`src/rtl/multicycle_controller.sv`:
```
// Main control FSM for the multi-cycle RV32I core.
//
// It sequences the shared ALU, the unified instruction/data memory port and
// the immediate extender over several cycles per instruction. All datapath
// mux selects, write enables, imm_src and alu_control come from here.
//
// Ports
//   clk          system clock, rising edge
//   reset        asynchronous, active-high reset
//   op           instr[6:0] from the instruction register
//   funct3       instr[14:12]
//   funct7b5     instr[30]
//   zero         ALU zero flag (combinational, current cycle)
//   mem_ready    memory access completes this cycle
//   pc_write     PC register enable
//   ir_write     instruction register / old_pc enable
//   adr_src      memory address select: 0 = PC, 1 = ALUOut
//   mem_write    data memory write strobe
//   reg_write    register file write enable
//   result_src   00 = ALUOut, 01 = memory data, 10 = ALU result direct
//   alu_src_a    00 = PC, 01 = old_pc, 10 = rs1
//   alu_src_b    00 = rs2, 01 = imm_ext, 10 = constant 4
//   alu_control  000 add, 001 sub, 010 and, 011 or, 101 slt
//   imm_src      00 = I, 01 = S, 10 = B, 11 = J
//   illegal      high while parked in TRAP
//   state_o      current state encoding (debug)
//
// Parameter
//   ILLEGAL_TRAP 1 = unsupported opcode parks in TRAP until reset,
//                0 = unsupported opcode is skipped (DECODE -> FETCH)
//
// state    | meaning
// ---------+------------------------------------------------------------
// FETCH    | read instruction at PC, PC <= PC + 4 when memory is ready
// DECODE   | old_pc + imm into ALUOut (branch / jump target)
// MEMADR   | rs1 + imm into ALUOut (load/store address)
// MEMREAD  | read data memory at ALUOut, wait for mem_ready
// MEMWB    | write loaded data to the register file
// MEMWRITE | write data memory at ALUOut, strobe held until mem_ready
// EXECR    | rs1 op rs2
// EXECI    | rs1 op imm
// ALUWB    | write ALUOut to the register file
// BRANCH   | rs1 - rs2, take branch target from ALUOut on condition
// JAL      | link value old_pc + 4, PC <= jump target from ALUOut
// TRAP     | unsupported opcode, parked until reset

module multicycle_controller #(
  parameter int ILLEGAL_TRAP = 1
) (
  input  logic       clk,
  input  logic       reset,
  input  logic [6:0] op,
  input  logic [2:0] funct3,
  input  logic       funct7b5,
  input  logic       zero,
  input  logic       mem_ready,
  output logic       pc_write,
  output logic       ir_write,
  output logic       adr_src,
  output logic       mem_write,
  output logic       reg_write,
  output logic [1:0] result_src,
  output logic [1:0] alu_src_a,
  output logic [1:0] alu_src_b,
  output logic [2:0] alu_control,
  output logic [1:0] imm_src,
  output logic       illegal,
  output logic [3:0] state_o
);

  typedef enum logic [3:0] {
    S_FETCH    = 4'd0,
    S_DECODE   = 4'd1,
    S_MEMADR   = 4'd2,
    S_MEMREAD  = 4'd3,
    S_MEMWB    = 4'd4,
    S_MEMWRITE = 4'd5,
    S_EXECR    = 4'd6,
    S_EXECI    = 4'd7,
    S_ALUWB    = 4'd8,
    S_BRANCH   = 4'd9,
    S_JAL      = 4'd10,
    S_TRAP     = 4'd11
  } state_t;

  localparam logic [6:0] OP_LOAD   = 7'b0000011;
  localparam logic [6:0] OP_STORE  = 7'b0100011;
  localparam logic [6:0] OP_R      = 7'b0110011;
  localparam logic [6:0] OP_I      = 7'b0010011;
  localparam logic [6:0] OP_BRANCH = 7'b1100011;
  localparam logic [6:0] OP_JAL    = 7'b1101111;

  localparam logic [2:0] ALU_ADD = 3'b000;
  localparam logic [2:0] ALU_SUB = 3'b001;
  localparam logic [2:0] ALU_AND = 3'b010;
  localparam logic [2:0] ALU_OR  = 3'b011;
  localparam logic [2:0] ALU_SLT = 3'b101;

  localparam logic [1:0] SRCA_PC    = 2'b00;
  localparam logic [1:0] SRCA_OLDPC = 2'b01;
  localparam logic [1:0] SRCA_RS1   = 2'b10;

  localparam logic [1:0] SRCB_RS2  = 2'b00;
  localparam logic [1:0] SRCB_IMM  = 2'b01;
  localparam logic [1:0] SRCB_FOUR = 2'b10;

  localparam logic [1:0] RES_ALUOUT = 2'b00;
  localparam logic [1:0] RES_MEM    = 2'b01;
  localparam logic [1:0] RES_ALU    = 2'b10;

  localparam logic [1:0] IMM_I = 2'b00;
  localparam logic [1:0] IMM_S = 2'b01;
  localparam logic [1:0] IMM_B = 2'b10;
  localparam logic [1:0] IMM_J = 2'b11;

  state_t     state;
  state_t     state_next;
  logic [2:0] alu_dec;
  logic       pc_write_s;
  logic       ir_write_s;
  logic       mem_write_s;
  logic       reg_write_s;

  always_ff @(posedge clk or posedge reset) begin
    if (reset) begin
      state <= S_FETCH;
    end else begin
      state <= state_next;
    end
  end

  // funct7b5 only selects sub for register-register ops; for OP-IMM it is
  // part of the immediate and must not turn addi into a subtract.
  always_comb begin
    alu_dec = ALU_ADD;
    case (funct3)
      3'b000:  alu_dec = (op == OP_R && funct7b5) ? ALU_SUB : ALU_ADD;
      3'b010:  alu_dec = ALU_SLT;
      3'b110:  alu_dec = ALU_OR;
      3'b111:  alu_dec = ALU_AND;
      default: alu_dec = ALU_ADD;
    endcase
  end

  always_comb begin
    state_next  = state;
    pc_write_s  = 1'b0;
    ir_write_s  = 1'b0;
    mem_write_s = 1'b0;
    reg_write_s = 1'b0;
    adr_src     = 1'b0;
    result_src  = RES_ALUOUT;
    alu_src_a   = SRCA_PC;
    alu_src_b   = SRCB_RS2;
    alu_control = ALU_ADD;
    imm_src     = IMM_I;
    illegal     = 1'b0;

    case (state)
      S_FETCH: begin
        alu_src_a  = SRCA_PC;
        alu_src_b  = SRCB_FOUR;
        result_src = RES_ALU;
        ir_write_s = mem_ready;
        pc_write_s = mem_ready;
        if (mem_ready) begin
          state_next = S_DECODE;
        end
      end

      S_DECODE: begin
        alu_src_a = SRCA_OLDPC;
        alu_src_b = SRCB_IMM;
        imm_src   = (op == OP_JAL) ? IMM_J : IMM_B;
        case (op)
          OP_LOAD, OP_STORE: state_next = S_MEMADR;
          OP_R:              state_next = S_EXECR;
          OP_I:              state_next = S_EXECI;
          OP_BRANCH:         state_next = S_BRANCH;
          OP_JAL:            state_next = S_JAL;
          default:           state_next = (ILLEGAL_TRAP != 0) ? S_TRAP : S_FETCH;
        endcase
      end

      S_MEMADR: begin
        alu_src_a = SRCA_RS1;
        alu_src_b = SRCB_IMM;
        if (op == OP_STORE) begin
          imm_src    = IMM_S;
          state_next = S_MEMWRITE;
        end else begin
          imm_src    = IMM_I;
          state_next = S_MEMREAD;
        end
      end

      S_MEMREAD: begin
        adr_src    = 1'b1;
        result_src = RES_ALUOUT;
        if (mem_ready) begin
          state_next = S_MEMWB;
        end
      end

      S_MEMWB: begin
        result_src  = RES_MEM;
        reg_write_s = 1'b1;
        state_next  = S_FETCH;
      end

      // The strobe stays up for the whole wait so the memory sees one
      // continuous write request.
      S_MEMWRITE: begin
        adr_src     = 1'b1;
        mem_write_s = 1'b1;
        if (mem_ready) begin
          state_next = S_FETCH;
        end
      end

      S_EXECR: begin
        alu_src_a   = SRCA_RS1;
        alu_src_b   = SRCB_RS2;
        alu_control = alu_dec;
        state_next  = S_ALUWB;
      end

      S_EXECI: begin
        alu_src_a   = SRCA_RS1;
        alu_src_b   = SRCB_IMM;
        imm_src     = IMM_I;
        alu_control = alu_dec;
        state_next  = S_ALUWB;
      end

      S_ALUWB: begin
        result_src  = RES_ALUOUT;
        reg_write_s = 1'b1;
        state_next  = S_FETCH;
      end

      // ALUOut still holds the target computed in DECODE; result_src = 00
      // routes it to the PC while the ALU compares rs1 and rs2.
      S_BRANCH: begin
        alu_src_a   = SRCA_RS1;
        alu_src_b   = SRCB_RS2;
        alu_control = ALU_SUB;
        result_src  = RES_ALUOUT;
        imm_src     = IMM_B;
        case (funct3)
          3'b000:  pc_write_s = zero;
          3'b001:  pc_write_s = ~zero;
          default: pc_write_s = 1'b0;
        endcase
        state_next = S_FETCH;
      end

      S_JAL: begin
        alu_src_a  = SRCA_OLDPC;
        alu_src_b  = SRCB_FOUR;
        result_src = RES_ALUOUT;
        pc_write_s = 1'b1;
        imm_src    = IMM_J;
        state_next = S_ALUWB;
      end

      S_TRAP: begin
        illegal    = 1'b1;
        state_next = S_TRAP;
      end

      default: begin
        state_next = S_FETCH;
      end
    endcase
  end

  // FETCH enables follow mem_ready combinationally, so reset must mask them
  // directly; the state register alone cannot keep them low.
  assign pc_write  = pc_write_s  & ~reset;
  assign ir_write  = ir_write_s  & ~reset;
  assign mem_write = mem_write_s & ~reset;
  assign reg_write = reg_write_s & ~reset;
  assign state_o   = state;

endmodule

```
`config.mk`:
```
export PLATFORM = sky130hd
export DESIGN_NAME = multicycle_controller
export DESIGN_NICKNAME = d
export VERILOG_FILES = /design/src/rtl/multicycle_controller.sv
export SDC_FILE = /design/constraint.sdc
export NUM_CORES = 1
export LEC_CHECK = 0
export CORE_MARGIN = 1.5
export CORE_UTILIZATION = 34
export CTS_BUF_LIST = sky130_fd_sc_hd__clkbuf_4 sky130_fd_sc_hd__clkbuf_8 sky130_fd_sc_hd__clkbuf_16
export CTS_CLUSTER_DIAMETER = 120
export CTS_CLUSTER_SIZE = 8
export DETAILED_ROUTE_END_ITERATION = 16
export GPL_TIMING_DRIVEN = 1
export PLACE_DENSITY = 0.75
export SLEW_MARGIN = 20
export SYNTH_ARGS = -nofsm -noshare
export SYNTH_HDL_FRONTEND = slang
export SYNTH_SLANG_ARGS = --single-unit
export TNS_END_PERCENT = 30
```
`constraint.sdc`:
```
create_clock -name clk -period 1.5 [get_ports clk]
set_input_delay 0.45 -clock clk [delete_from_list [all_inputs] [get_ports clk]]
set_output_delay 0.45 -clock clk [all_outputs]
set_load 0.02 [all_outputs]
```
=== Word-level counts from Yosys, hierarchy flattened ===
Cells that the tools add are included.

* Bits in registers: 4
* Output and inout bits: 21

* Equality and inequality tests: 24
* Muxes and demuxes: 22
* Bitwise logic cells: 6
* Reductions and logical operators: 13

{| class="wikitable"
|+ Operators with widths
! cell !! number
|-
| $pmux 4 s7 || 1
|-
| $pmux 4 s5 || 1
|-
| $eq 4x3->1 const B || 4
|-
| $eq 4x4->1 const B || 4
|-
| $eq 7x6->1 const B || 2
|-
| $eq 7x7->1 const B || 2
|-
| $mux 4 || 3
|-
| $pmux 2 s2 || 3
|-
| $pmux 3 s4 || 1
|-
| $reduce_or 2->1 || 6
|-
| $eq 4x2->1 const B || 2
|-
| $mux 1 || 8
|-
| $pmux 2 s4 || 1
|-
| $eq 7x2->1 const B || 1
|-
| $eq 7x5->1 const B || 1
|-
| $eq 3x3->1 const B || 2
|-
| $ne 2x2->1 const B || 3
|-
| $pmux 3 s2 || 1
|-
| $reduce_or 3->1 || 2
|-
| $and 1x1->1 || 4
|-
| $eq 4x1->1 const B || 1
|-
| $logic_not 4->1 || 1
|-
| $reduce_or 4->1 || 1
|-
| $eq 3x1->1 const B || 1
|-
| 8 further kinds || 9
|}

=== Longest topological paths before layout ===
* Depth after elaboration: 5
* Gate-level depth with buffers: 5
* Depth with buffers taken out: 4

=== Worst setup path before layout ===
No wires, ideal clock.

* Kind: register to output
* From: reg state[3], in the netlist state_o[3]
* To: out ir_write
* Arrival: 1.622 ns
* Path slack: -0.572 ns
* Stages on the path, launching flop included: 4
* Buffers on the path: 1
* Cell sequence: dfrtp_1 buf_6 or3b_4 nor4_1

* Cells in the longest elaborated chain, start to end: 3

{| class="wikitable"
|+ RTL lines
! what !! RTL line !! source
|-
| start, declared || 116 || <nowiki>state_t state;</nowiki>
|-
| start signal, assigned || 128 || <nowiki>state <= state_next;</nowiki>
|-
| $logic_not 4->1 || 159 || <nowiki>case (state)</nowiki>
|-
| $mux 1 || 159 ||
|-
| $and 1x1->1 || 281 || <nowiki>assign ir_write = ir_write_s & ~reset;</nowiki>
|-
| end, declared || 58 || <nowiki>output logic ir_write,</nowiki>
|}

Every way passes these cells.

=== Final worst setup path ===
* From: reg state[3], in the netlist state_o[3]
* To: out pc_write

* Cells in the longest elaborated chain, start to end: 3

{| class="wikitable"
|+ RTL lines
! what !! RTL line !! source
|-
| $eq 4x4->1 / $logic_not 4->1 (equally long branches) || 159 ||
|-
| $pmux 1 s3 * || 159 ||
|-
| $and 1x1->1 * || 280 || <nowiki>assign pc_write = pc_write_s & ~reset;</nowiki>
|-
| end, declared || 57 || <nowiki>output logic pc_write,</nowiki>
|}

Mark *: on every way between the ends. The rest lies on a longest branch, timed or not.

==> qor.txt <==
Max VDD drop: 0.00121 V
Avg Cell Area, Syn: 7.32 µm²
Iter 0 DRT Violations: 49
dominant synthesized flop cell: dfrtp_1
leakage: 0.598 nW
Hold Crit Class: in2async
grt ovf: 0
nets: 172
dpl cell area: 1220 µm²
1st-pass router iterations: 4
Synth cell types: 40
Synth Warn #: 0
pin count of the biggest net entering global routing: 16
post-placement cell count: 166
CP max FO: 5
GRT Total Usage: 26.1%
non-filler cells in the finished layout: 180
Slew HR: 71.3%
most frequent cells in the layout: buf_4, buf_6, nand2_1
net count after synthesis: 103
fraction of synthesized cell area in xor and xnor cells: 4.08%
P per Cell Area: 1830 nW/µm²
Final setup viols: 21
R2R depth: 7
Initial Utilization: 36.9%
CP required: 1.05 ns
I/O pin count: 36
fmax: 503 MHz
Compound-Gate Fraction of Synth Area: 25.6%
Root Driver: clkbuf_4
Residual DRC: 0
initial antenna violation count: 0
CTS clk-pin slew, worst paths: 0.04 ns
largest family of logic cells by synthesized area: simple AND/OR/NAND/NOR gates
Logic pwr share: 85.3%
# rows: 15
Int Power: 1.35 mW
Die X: 46.5 µm
I/O Buffers: 35
post-layout utilization of the core: 81.4%
Final GP Congestion: 0.895
first-pass GRT wire length: 4010 µm
share of cells above drive strength 1: 65.2%
Core Region: 1750 µm²
final clock period utilization by the worst path: 132%
commonest non-fill, non-tap cell in the layout: buf_4
Yosys reg bits: 4
Detail Route Antenna Nets: 0
hold violation count in the final report: 0
Post-Synth Adder-Cell Area: 0%
EDFF count, synth: 0
Via-to-Cell Ratio: 5.75
Seq/Total Area, Yosys: 15.5%
Worst R2R Setup Slack: -0.16 ns
CP max-delay cell: dfrtp_2
async set or reset register ratio after synthesis: 100%
CP peak stage delay: 0.43 ns
antenna diode instance count: 0
vias in the first global route: 936
clock buffer depth: 2
clk_skew: 0.00779 ns
Fillers: 118
worst slack, placed: -1.28 ns
Critical Path, Cell by Cell: or3b_4 > a21oi_2 > a31oi_1 > nor3_2 > buf_4
final instance area: 1420 µm²
CTS HTree Levels: 1
Crit. End Element: primary output
Power Total: 2.60 mW
CP Class: reg2out
CTS sink cnt: 4
Syn Inst Count: 88
clock share of power: 5.2%
Area growth, synth to finish: 121%
startpoint class of the critical path: register
Reg power frac: 9.5%
vias post-DR: 1,035
Post-Synth Simple-Gate Area: 44.9%
Die Height: 46.5 µm
Tmin final: 1.99 ns
violations in the final reports: negative setup slack
worst setup margin: -0.487 ns
multiplexer share of the synthesized area: 0%
worst reg2reg path startpoint: state_o[1]
Max Slew Vio Count: 0
Wirelength per Cell: 16.4 µm
Num CTS Buffers: 3
Crit path arrival time: 1.54 ns
Largest register FFs: 4
synthesized area: 644 µm²
sw power: 1.25 mW
Max Cap Viol: 0
Detailed Place HPWL: 1890 µm
sw frac: 48.2%
FF-to-FF End: state_o[2]
RSZ-0062 raised after global routing: true
status: complete, but fails checks
Worst-Skew Late Latency: 0.24 ns
DIE AREA: 2170 µm²
TritonCTS clock tree: done
Slew @ Worst Pin: 0.424 ns
Routed WL: 2950 µm
## critical path: cells and delay by family (launching register included)
family,cells,cell delay (ns)
AND/OR/NAND/NOR,2,0.54
flip-flops,1,0.43
AO/OA/AOI/OAI,2,0.17
buffers and inverters,1,0.16
## per-layer routing
| layer | vias to the layer above | part of all wire (%) | track usage, % |
|---|---|---|---|
| met2 | 71 | 53 | 49.7 |
| met5 | - | 0 | 0 |
| met1 | 486 | 36 | 26.8 |
| met3 | 14 | 7.0 | 3.92 |
| met4 | 0 | 4.0 | 13.7 |
| li1 | 464 | - | - |
## power by group through the flow
stage | Clock, mW | Combinational [mW] | Sequential [mW]
2_1_floorplan | 0 | 1.10 | 0.266
3_3_place_gp | 0 | 1.84 | 0.243
3_5_place_dp | 0 | 1.88 | 0.246
4_1_cts | 0.137 | 2.00 | 0.232
5_1_grt | 0.138 | 2.35 | 0.258
6_report | 0.134 | 2.22 | 0.247
## cell families after synthesis
logic type / Yosys count
buffers and inverters: 10
XOR/XNOR: 3
AND/OR/NAND/NOR: 48
AO/OA/AOI/OAI: 23
flip-flops: 4
## synth_stat cells, drive strengths merged (2+ instances only)
| master | instances | area, µm² |
|---|---|---|
| nand2 | 10 | 37.5 |
| nor3b | 2 | 15.0 |
| nand2b | 3 | 18.8 |
| dfrtp | 4 | 100 |
| a211oi | 2 | 20.0 |
| and3 | 2 | 12.5 |
| xnor2 | 2 | 17.5 |
| o32ai | 2 | 17.5 |
| nor2 | 6 | 22.5 |
| nor3 | 5 | 30.0 |
| inv | 3 | 11.3 |
| buf | 7 | 52.5 |
| o21ai | 5 | 25.0 |
| a21oi | 5 | 28.8 |
| nand3 | 3 | 15.0 |
| and2b | 4 | 30.0 |
| nor2b | 2 | 12.5 |
| nor4 | 5 | 46.3 |
| a31oi | 2 | 12.5 |
## layout make-up
type,instances,area (µm²),area share (%)
multi-input combinational,74,652,45.9
timing repair buffer,71,599,42.2
sequential,4,105,7.39
tap,25,31.3,2.20
clock buffer,3,22.5,1.58
inverter,3,11.3,0.792
## metrics by stage
stage | TNS (ns) | hold slack, ns
final | -6.68 | 0.501
after CTS | -6.51 | 0.479
after floorplan | -3.64 | 0.216
after global routing | -7.84 | 0.522
after detailed placement | -15.59 | 0.734
after global placement | -15.02 | 0.750
## how the worst max path moves through the flow
stage | depth (start not counted) | from | endpoint
floorplan | 4 | state_o[3] | alu_src_b[1]
global placement | 6 | mem_ready | pc_write
detailed placement | 6 | op[1] | imm_src[0]
CTS | 5 | state_o[3] | pc_write
global route | 5 | state_o[3] | pc_write
finish | 5 | state_o[3] | pc_write
## repair_timing
item                                   CTS  global route
pin swaps                               17             9
endpoints found under the hold margin    0             0
setup buffers                            9             2
hold buffers                             0             0
resized for setup                      144            33
setup endpoints to repair               25            22
Power figures use the tool's default switching activity.
